==> src/rtl/midi_rx_parser.sv <==
// MIDI 8N1 receiver with Note On/Off parser (running status) and a one-entry valid/ready output.
// Optional define MIDI_CHANNEL_FILTER_EN restricts note status bytes to channel CHANNEL.
module midi_rx_parser #(
  parameter int CLKS_PER_BIT = 320,
  parameter int CHANNEL      = 0
) (
  input  logic       clk,
  input  logic       rst,
  input  logic       ser_in,
  input  logic       evt_ready,
  output logic       evt_valid,
  output logic       evt_note_on,
  output logic [6:0] evt_note,
  output logic [6:0] evt_vel,
  output logic       frame_err,
  output logic       overrun
);

  localparam int          HALF = CLKS_PER_BIT / 2;
  localparam int          CW   = $clog2(CLKS_PER_BIT);
  localparam logic [3:0]  CHAN = 4'(CHANNEL);
`ifdef MIDI_CHANNEL_FILTER_EN
  localparam bit          OMNI = 1'b0;
`else
  localparam bit          OMNI = 1'b1;
`endif

  typedef enum logic [1:0] {U_IDLE, U_START, U_DATA, U_STOP} uart_state_e;
  typedef enum logic [1:0] {P_WAIT_STATUS, P_WAIT_NOTE, P_WAIT_VEL} parse_state_e;

  logic          sync1_q, sync2_q;
  uart_state_e   u_state_q, u_state_d;
  logic [CW-1:0] cnt_q, cnt_d;
  logic [2:0]    bit_idx_q, bit_idx_d;
  logic [7:0]    shift_q, shift_d;
  parse_state_e  p_state_q, p_state_d;
  logic          rs_valid_q, rs_valid_d;
  logic          rs_is_on_q, rs_is_on_d;
  logic [6:0]    note_q, note_d;
  logic          evt_valid_q, evt_valid_d;
  logic          evt_on_q, evt_on_d;
  logic [6:0]    evt_note_q, evt_note_d;
  logic [6:0]    evt_vel_q, evt_vel_d;
  logic          frame_err_q, frame_err_d;
  logic          overrun_q, overrun_d;

  logic          rx;
  logic          byte_valid, stop_err, chan_ok;
  logic          new_evt, new_on;
  logic [6:0]    new_vel;

  assign rx      = sync2_q;
  assign chan_ok = OMNI || (shift_q[3:0] == CHAN);

  // NOTE: every always_comb output gets a default first so no path leaves it unassigned (no latch).
  always_comb begin
    u_state_d  = u_state_q;
    cnt_d      = cnt_q;
    bit_idx_d  = bit_idx_q;
    shift_d    = shift_q;
    byte_valid = 1'b0;
    stop_err   = 1'b0;
    case (u_state_q)
      U_IDLE: begin
        if (!rx) begin
          u_state_d = U_START;
          cnt_d     = '0;
        end
      end
      U_START: begin
        if (cnt_q == CW'(HALF - 1)) begin
          cnt_d     = '0;
          bit_idx_d = '0;
          u_state_d = rx ? U_IDLE : U_DATA;
        end else begin
          cnt_d = cnt_q + 1'b1;
        end
      end
      U_DATA: begin
        if (cnt_q == CW'(CLKS_PER_BIT - 1)) begin
          cnt_d     = '0;
          shift_d   = {rx, shift_q[7:1]};
          bit_idx_d = bit_idx_q + 3'd1;
          if (bit_idx_q == 3'd7) u_state_d = U_STOP;
        end else begin
          cnt_d = cnt_q + 1'b1;
        end
      end
      U_STOP: begin
        if (cnt_q == CW'(CLKS_PER_BIT - 1)) begin
          cnt_d      = '0;
          u_state_d  = U_IDLE;
          byte_valid = rx;
          stop_err   = !rx;
        end else begin
          cnt_d = cnt_q + 1'b1;
        end
      end
      default: u_state_d = U_IDLE;
    endcase
  end

  // Parser consumes the completed byte straight out of the shift register.
  always_comb begin
    p_state_d  = p_state_q;
    rs_valid_d = rs_valid_q;
    rs_is_on_d = rs_is_on_q;
    note_d     = note_q;
    new_evt    = 1'b0;
    new_on     = 1'b0;
    new_vel    = '0;
    if (stop_err) begin
      rs_valid_d = 1'b0;
      p_state_d  = P_WAIT_STATUS;
    end else if (byte_valid) begin
      if (shift_q >= 8'hF8) begin
        p_state_d = p_state_q;
      end else if (shift_q >= 8'hF0) begin
        rs_valid_d = 1'b0;
        p_state_d  = P_WAIT_STATUS;
      end else if (shift_q[7]) begin
        if (shift_q[7:5] == 3'b100 && chan_ok) begin
          rs_valid_d = 1'b1;
          rs_is_on_d = shift_q[4];
          p_state_d  = P_WAIT_NOTE;
        end else begin
          rs_valid_d = 1'b0;
          p_state_d  = P_WAIT_STATUS;
        end
      end else begin
        case (p_state_q)
          P_WAIT_STATUS: begin
            if (rs_valid_q) begin
              note_d    = shift_q[6:0];
              p_state_d = P_WAIT_VEL;
            end
          end
          P_WAIT_NOTE: begin
            note_d    = shift_q[6:0];
            p_state_d = P_WAIT_VEL;
          end
          P_WAIT_VEL: begin
            new_evt   = 1'b1;
            new_on    = rs_is_on_q && (shift_q[6:0] != 7'd0);
            new_vel   = new_on ? shift_q[6:0] : 7'd0;
            p_state_d = P_WAIT_NOTE;
          end
          default: p_state_d = P_WAIT_STATUS;
        endcase
      end
    end
  end

  // A transfer frees the slot in the same cycle, so a new event may load on it.
  always_comb begin
    evt_valid_d = evt_valid_q;
    evt_on_d    = evt_on_q;
    evt_note_d  = evt_note_q;
    evt_vel_d   = evt_vel_q;
    overrun_d   = 1'b0;
    frame_err_d = stop_err;
    if (evt_valid_q && evt_ready) evt_valid_d = 1'b0;
    if (new_evt) begin
      if (!evt_valid_q || evt_ready) begin
        evt_valid_d = 1'b1;
        evt_on_d    = new_on;
        evt_note_d  = note_q;
        evt_vel_d   = new_vel;
      end else begin
        overrun_d = 1'b1;
      end
    end
  end

  // NOTE: sequential state uses non-blocking assignments so all flops update from pre-edge values.
  always_ff @(posedge clk) begin
    if (rst) begin
      sync1_q     <= 1'b1;
      sync2_q     <= 1'b1;
      u_state_q   <= U_IDLE;
      cnt_q       <= '0;
      bit_idx_q   <= '0;
      shift_q     <= '0;
      p_state_q   <= P_WAIT_STATUS;
      rs_valid_q  <= 1'b0;
      rs_is_on_q  <= 1'b0;
      note_q      <= '0;
      evt_valid_q <= 1'b0;
      evt_on_q    <= 1'b0;
      evt_note_q  <= '0;
      evt_vel_q   <= '0;
      frame_err_q <= 1'b0;
      overrun_q   <= 1'b0;
    end else begin
      sync1_q     <= ser_in;
      sync2_q     <= sync1_q;
      u_state_q   <= u_state_d;
      cnt_q       <= cnt_d;
      bit_idx_q   <= bit_idx_d;
      shift_q     <= shift_d;
      p_state_q   <= p_state_d;
      rs_valid_q  <= rs_valid_d;
      rs_is_on_q  <= rs_is_on_d;
      note_q      <= note_d;
      evt_valid_q <= evt_valid_d;
      evt_on_q    <= evt_on_d;
      evt_note_q  <= evt_note_d;
      evt_vel_q   <= evt_vel_d;
      frame_err_q <= frame_err_d;
      overrun_q   <= overrun_d;
    end
  end

  assign evt_valid   = evt_valid_q;
  assign evt_note_on = evt_on_q;
  assign evt_note    = evt_note_q;
  assign evt_vel     = evt_vel_q;
  assign frame_err   = frame_err_q;
  assign overrun     = overrun_q;

endmodule
==> config.mk <==
export PLATFORM = sky130hd
export DESIGN_NAME = midi_rx_parser
export DESIGN_NICKNAME = d
export VERILOG_FILES = /design/src/rtl/midi_rx_parser.sv
export SDC_FILE = /design/constraint.sdc
export NUM_CORES = 1
export LEC_CHECK = 0
export CAP_MARGIN = 25
export CORE_MARGIN = 1.5
export CORE_UTILIZATION = 55
export DETAILED_ROUTE_END_ITERATION = 7
export PLACE_DENSITY = 0.75
export SKIP_LAST_GASP = 1
export SYNTH_ARGS = -nofsm -noshare
export SYNTH_HDL_FRONTEND = slang
export SYNTH_SLANG_ARGS = --single-unit
==> constraint.sdc <==
create_clock -name clk -period 3 [get_ports clk]
set_input_delay 0.45 -clock clk [delete_from_list [all_inputs] [get_ports clk]]
set_output_delay 0.45 -clock clk [all_outputs]
set_load 0.05 [all_outputs]
After elaboration in Yosys (flattened, before gate mapping)
Cells that the tools add are included.
- input bits: 4
- register bits after elaboration: 53
- word-level logic and storage cells: 114
- output and inout port bits: 18
- bitwise gates (word level): 5
- mux-type cells: 51
- add/subtract/negate cells: 2
- eq/ne operators: 16
- magnitude comparators: 2
- reductions and logical operators: 22
- operators with widths (operator ; count):
    two-way mux 7 bit ; 8
    two-way mux 9 bit ; 3
    case mux 9 bit (3 select lines) ; 1
    two-way mux 1 bit ; 24
    two-way mux 2 bit ; 9
    greater-or-equal comparator 8 bit, second input constant ; 2
    case mux 7 bit (2 select lines) ; 1
    != test 2 bit, second input constant ; 6
    adder 9 x 1 -> 9 bit, second input constant ; 1
    == test 9 x 8 -> 1 bit, second input constant ; 1
    == test 9 bit, second input constant ; 1
    AND reduction 3 bit ; 3
    case mux 2 bit (4 select lines) ; 1
    AND reduction 7 bit ; 1
    nonzero test 7 bit ; 1
    == test 2 bit, second input constant ; 3
    == test 3 bit, second input constant ; 2
    two-way mux 3 bit ; 2
    case mux 2 bit (3 select lines) ; 1
    case mux 3 bit (2 select lines) ; 1
    AND reduction 6 bit ; 1
    nonzero test 2 bit ; 3
    OR reduction 2 bit ; 3
    inverter 1 bit ; 5
    other kinds (9) ; 14

Depth between registers and ports, before layout
- word-level depth: 9
- gate-level depth with buffers: 7
- mapped depth without buffers: 5

Worst setup path before layout
OpenSTA, ideal clock, no wires.
- kind: register to register
- start point: reg cnt_q[0]
- end point: reg note_q[4]
- setup slack: 0.921 ns
- period minus slack after synthesis: 2.079 ns
- required time: 2.868 ns
- arrival: 1.947 ns
- cell stages (with the launch flop): 8
- library setup time: 0.132 ns
- path through: dfxtp_1 ha_1 nand3_1 or4_4 buf_6 buf_6 o31ai_1 a21oi_1
- word-level cells in the longest chain between the ends: 5
- elaborated cells on any way between the ends: 7
- RTL lines (item ; RTL line ; RTL):
    from (decl) ; 33 ; logic [CW-1:0] cnt_q, cnt_d;
    from (signal assigned) ; 198 ; cnt_q <= cnt_d;
    == test 9 bit * ; 90 ; if (cnt_q == CW'(CLKS_PER_BIT - 1)) begin
    two-way mux 1 bit ; 90 ;
    two-way mux 1 bit ; 63 ; case (u_state_q)
    inverter 1 bit (no line) ; -- ;
    AND reduction 7 bit (no line) * ; -- ;
    to (signal assigned) ; 204 ; note_q <= note_d;
    to (decl) ; 39 ; logic [6:0] note_q, note_d;
Every way passes the cells marked *; elsewhere a longest branch is shown, timed or not.
A chain may end at the register's enable or synchronous reset.

Final worst setup path
- start point: reg cnt_q[0]
- end point: reg p_state_q[0]
- word-level cells in the longest chain between the ends: 4
- elaborated cells on any way between the ends: 7
- RTL lines (item ; RTL line ; RTL):
    == test 9 bit * ; 90 ;
    two-way mux 1 bit ; 90 ;
    two-way mux 1 bit ; 63 ;
    AND reduction 3 bit (no line) or OR reduction 2 bit (tied branches) ; -- ;
    to (signal assigned) ; 201 ; p_state_q <= p_state_d;
    to (decl) ; 36 ; parse_state_e p_state_q, p_state_d;
Marks and branches as above.

==> metrics <==
TritonCTS clock tree done; setup bufs post-CTS 0; WP data arrival around 2.5 ns; Mapped Avg Cell Area 8.44 um2; antenna-violating nets left 0; Max Fclk 441 MHz; CTS Buf Count 5; setup TNS 0 ns; crit-path cells ha_1 -> nand3_1 -> or4_4 -> nor4_1 -> nor3_1; Final setup viols 0; 1st-pass router iterations 4; Yosys reg bits 53; row count 23; die area ~4700 um2; Req. time, crit path between 3 and 4 ns; wire per inst roughly 14 um; Hold Buf Count CTS 0; worst vdd ir between 0.3 and 0.4 mV; Vias between 2000 and 2500; fin crit share 75.5%; core region area 4090 um2; die width between 60 and 70 um; clk sink count 53; net switching power 0.244 mW; # fillers approximately 370; Adder-Cell Fraction of Synth Area between 1.5 and 2%; Detailed Route Iter0 Violations 255; Final HPWL DP about 3.3 mm; Root Driver clkbuf_8; post_cts resized 0; Simple-Gate Fraction of Synth Area around a quarter; Final Hold Viols 0; Initial Util roughly three fifths; worst rel slew slack around 51%; complex-gate fraction of the synthesized area a little under a fifth; largest family of logic cells by synthesized area simple AND/OR/NAND/NOR gates; area grow syn2layout 11.4%; Crit-path slowest cell or4_4; status finished, final reports clean; worst stage delay on the critical path ~0.80 ns; Leakage about 0.86 nW; RD Place Congestion between 0.8 and 0.9; maximum buffer depth of the clock tree 2; first-pass GRT wire length 8.29 mm; Sw Ratio a little over a fifth; Port Buffers 21; clk_lat worst skew 0.31 ns; Final Hold Slack 0.426 ns; crit end category flop; crit start category flop; post-route minimum period between 2 and 2.5 ns; Buf/Inv on CP 0; Internal roughly 0.87 mW; total track usage between 20% and 30%; fin nets ~300; Ys Warns 0; clock share of power between 30 and 40%; Max Clock Skew 0.00618 ns; largest net degree at the start of global routing 28; initial antenna violation count 0; # DRC 0; vias in the first global route around 1800; XOR/XNOR Fraction of Synth Area 0%; max-cap viol count 0; post-synth top area cell dfxtp_1; Synthesized Nets 290; die height ~69 um; Core Util, Final around two thirds; Yosys cell types a little over 40; Slew @ Worst Pin 0.739 ns; Worst-path clk slew 0.09 ns; combinational power share under 10%; unrepaired setup endpoints after global routing no; mean number of vias per cell slightly below 6; fin. max-slew vios 0; Seq/Total Area, Yosys 44.4%; final WL 4.89 mm; Area contributors post-synth dfxtp_1 44%, a21oi_1 7.5%, nand4_1 4.5%; power per cell area about 420 nW/um2; Crit path max-delay family simple AND/OR/NAND/NOR gates; post-synth top area share between 40% and 50%; Post-Syn Area 2390 um2; total gr overflow 0; Critical Path Fanout Max 26; post-synthesis mux area share ~4.2%; Seq pwr share ~64%; Tot Pwr 1.11 mW; I/O Pins 22; share of layout cells above drive strength 1 approximately 6.6%; n_diodes 0; CP Class flop to flop; Hold Crit Class flop to flop; CTS H-tree lvls 2; Synth Instances 283
[synthesized netlist by cell type, drive strengths merged]
cell type,count
nor3b,2
or2,2
nand3,17
o31ai,9
nand2b,4
inv,4
a211oi,2
nor2,16
o21ai,20
or3b,2
nand4,17
clkbuf,17
dfxtp,53
ha,3
a21oi,36
or4,1
o22ai,6
and4,1
nand2,19
nand3b,3
nor2b,2
and3,2
o21a,3
o31a,2
and2,2
buf,7
mux2,1
a31oi,2
nor3,9
nand4bb,1
or3,2
nor4,6
mux2i,9
nor4b,1
[cell families after synthesis]
logic type | count (synthesis)
compound gates | 80
fa+ha+maj | 3
buf+inv | 28
flops | 53
mux | 10
simple gates | 109
[path summary, 6_finish.rpt]
kind | slack [ns] | cells after the start | start | end
min | 0.43 | 1 | sync1_q | rx
min reg2reg | 0.43 | 1 | sync1_q | rx
max | 0.73 | 5 | cnt_q[0] | p_state_q[0]
max reg2reg | 0.73 | 5 | cnt_q[0] | p_state_q[0]
[cell type report]
class / instances / area, um2 / share of cell area [%]
clock buffer: 5 / 68.8 / 2.59
clock inverter: 1 / 5.00 / 0.188
inverter: 4 / 15.0 / 0.564
multi-input combinational: 202 / 1210 / 45.4
sequential: 53 / 1060 / 39.9
tap: 50 / 62.6 / 2.35
timing repair buffer: 25 / 240 / 9.03
[state kept, by name, indices dropped and copies added, names as in the netlist, 2 cells and up, named ones only]
register	flops
shift_q	8
evt_vel	7
cnt_q	9
p_state_q	2
note_q	7
evt_note	7
bit_idx_q	3
[power groups by stage]
stage | clock network [mW] | registers, mW | logic [mW]
5_1_grt | 0.409 | 0.709 | 0.0311
4_1_cts | 0.379 | 0.709 | 0.0278
3_3_place_gp | 0 | 0.725 | 0.0276
3_5_place_dp | 0 | 0.725 | 0.0277
6_report | 0.378 | 0.709 | 0.0277
2_1_floorplan | 0 | 0.723 | 0.0202
[worst reg2reg max path, stage by stage, from the launching register on]
cell and delay, ns:
dfxtp_1 0.39, ha_1 0.22, nand3_1 0.33, or4_4 0.80, nor4_1 0.32, nor3_1 0.07
[layout by cell type (no fill, tap or decap), types with 4 or more instances in the layout]
cell type	count
o21ai_0	19
clkdlybuf4s50_1	21
nor4_1	4
o22ai_1	6
clkbuf_8	5
buf_4	4
o31ai_1	8
nor3_1	9
nand2b_1	4
nand4_1	17
a21oi_1	36
inv_1	4
nor2_1	16
nand2_1	19
mux2i_1	9
dfxtp_1	53
nand3_1	17
[stage by stage]
step / setup WS, ns / cell area, um2 / cells
after floorplan: 0.921 / 2390 / 283
after global placement: 0.808 / 2590 / 334
after detailed placement: 0.764 / 2590 / 334
after CTS: 0.753 / 2660 / 340
after global routing: 0.527 / 2660 / 340
final: 0.735 / 2660 / 340
[layer usage]
metal  routed length [um]  global-route usage, %  vias to the layer above
met5                    0                      0                        -
met4                   34                   8.09                        0
met3                  228                   6.33                        2
met2                 2080                   32.8                       37
met1                 2550                   34.4                      930
li1                     -                      -                     1049
No activity file was read; power rests on OpenSTA's default activity.
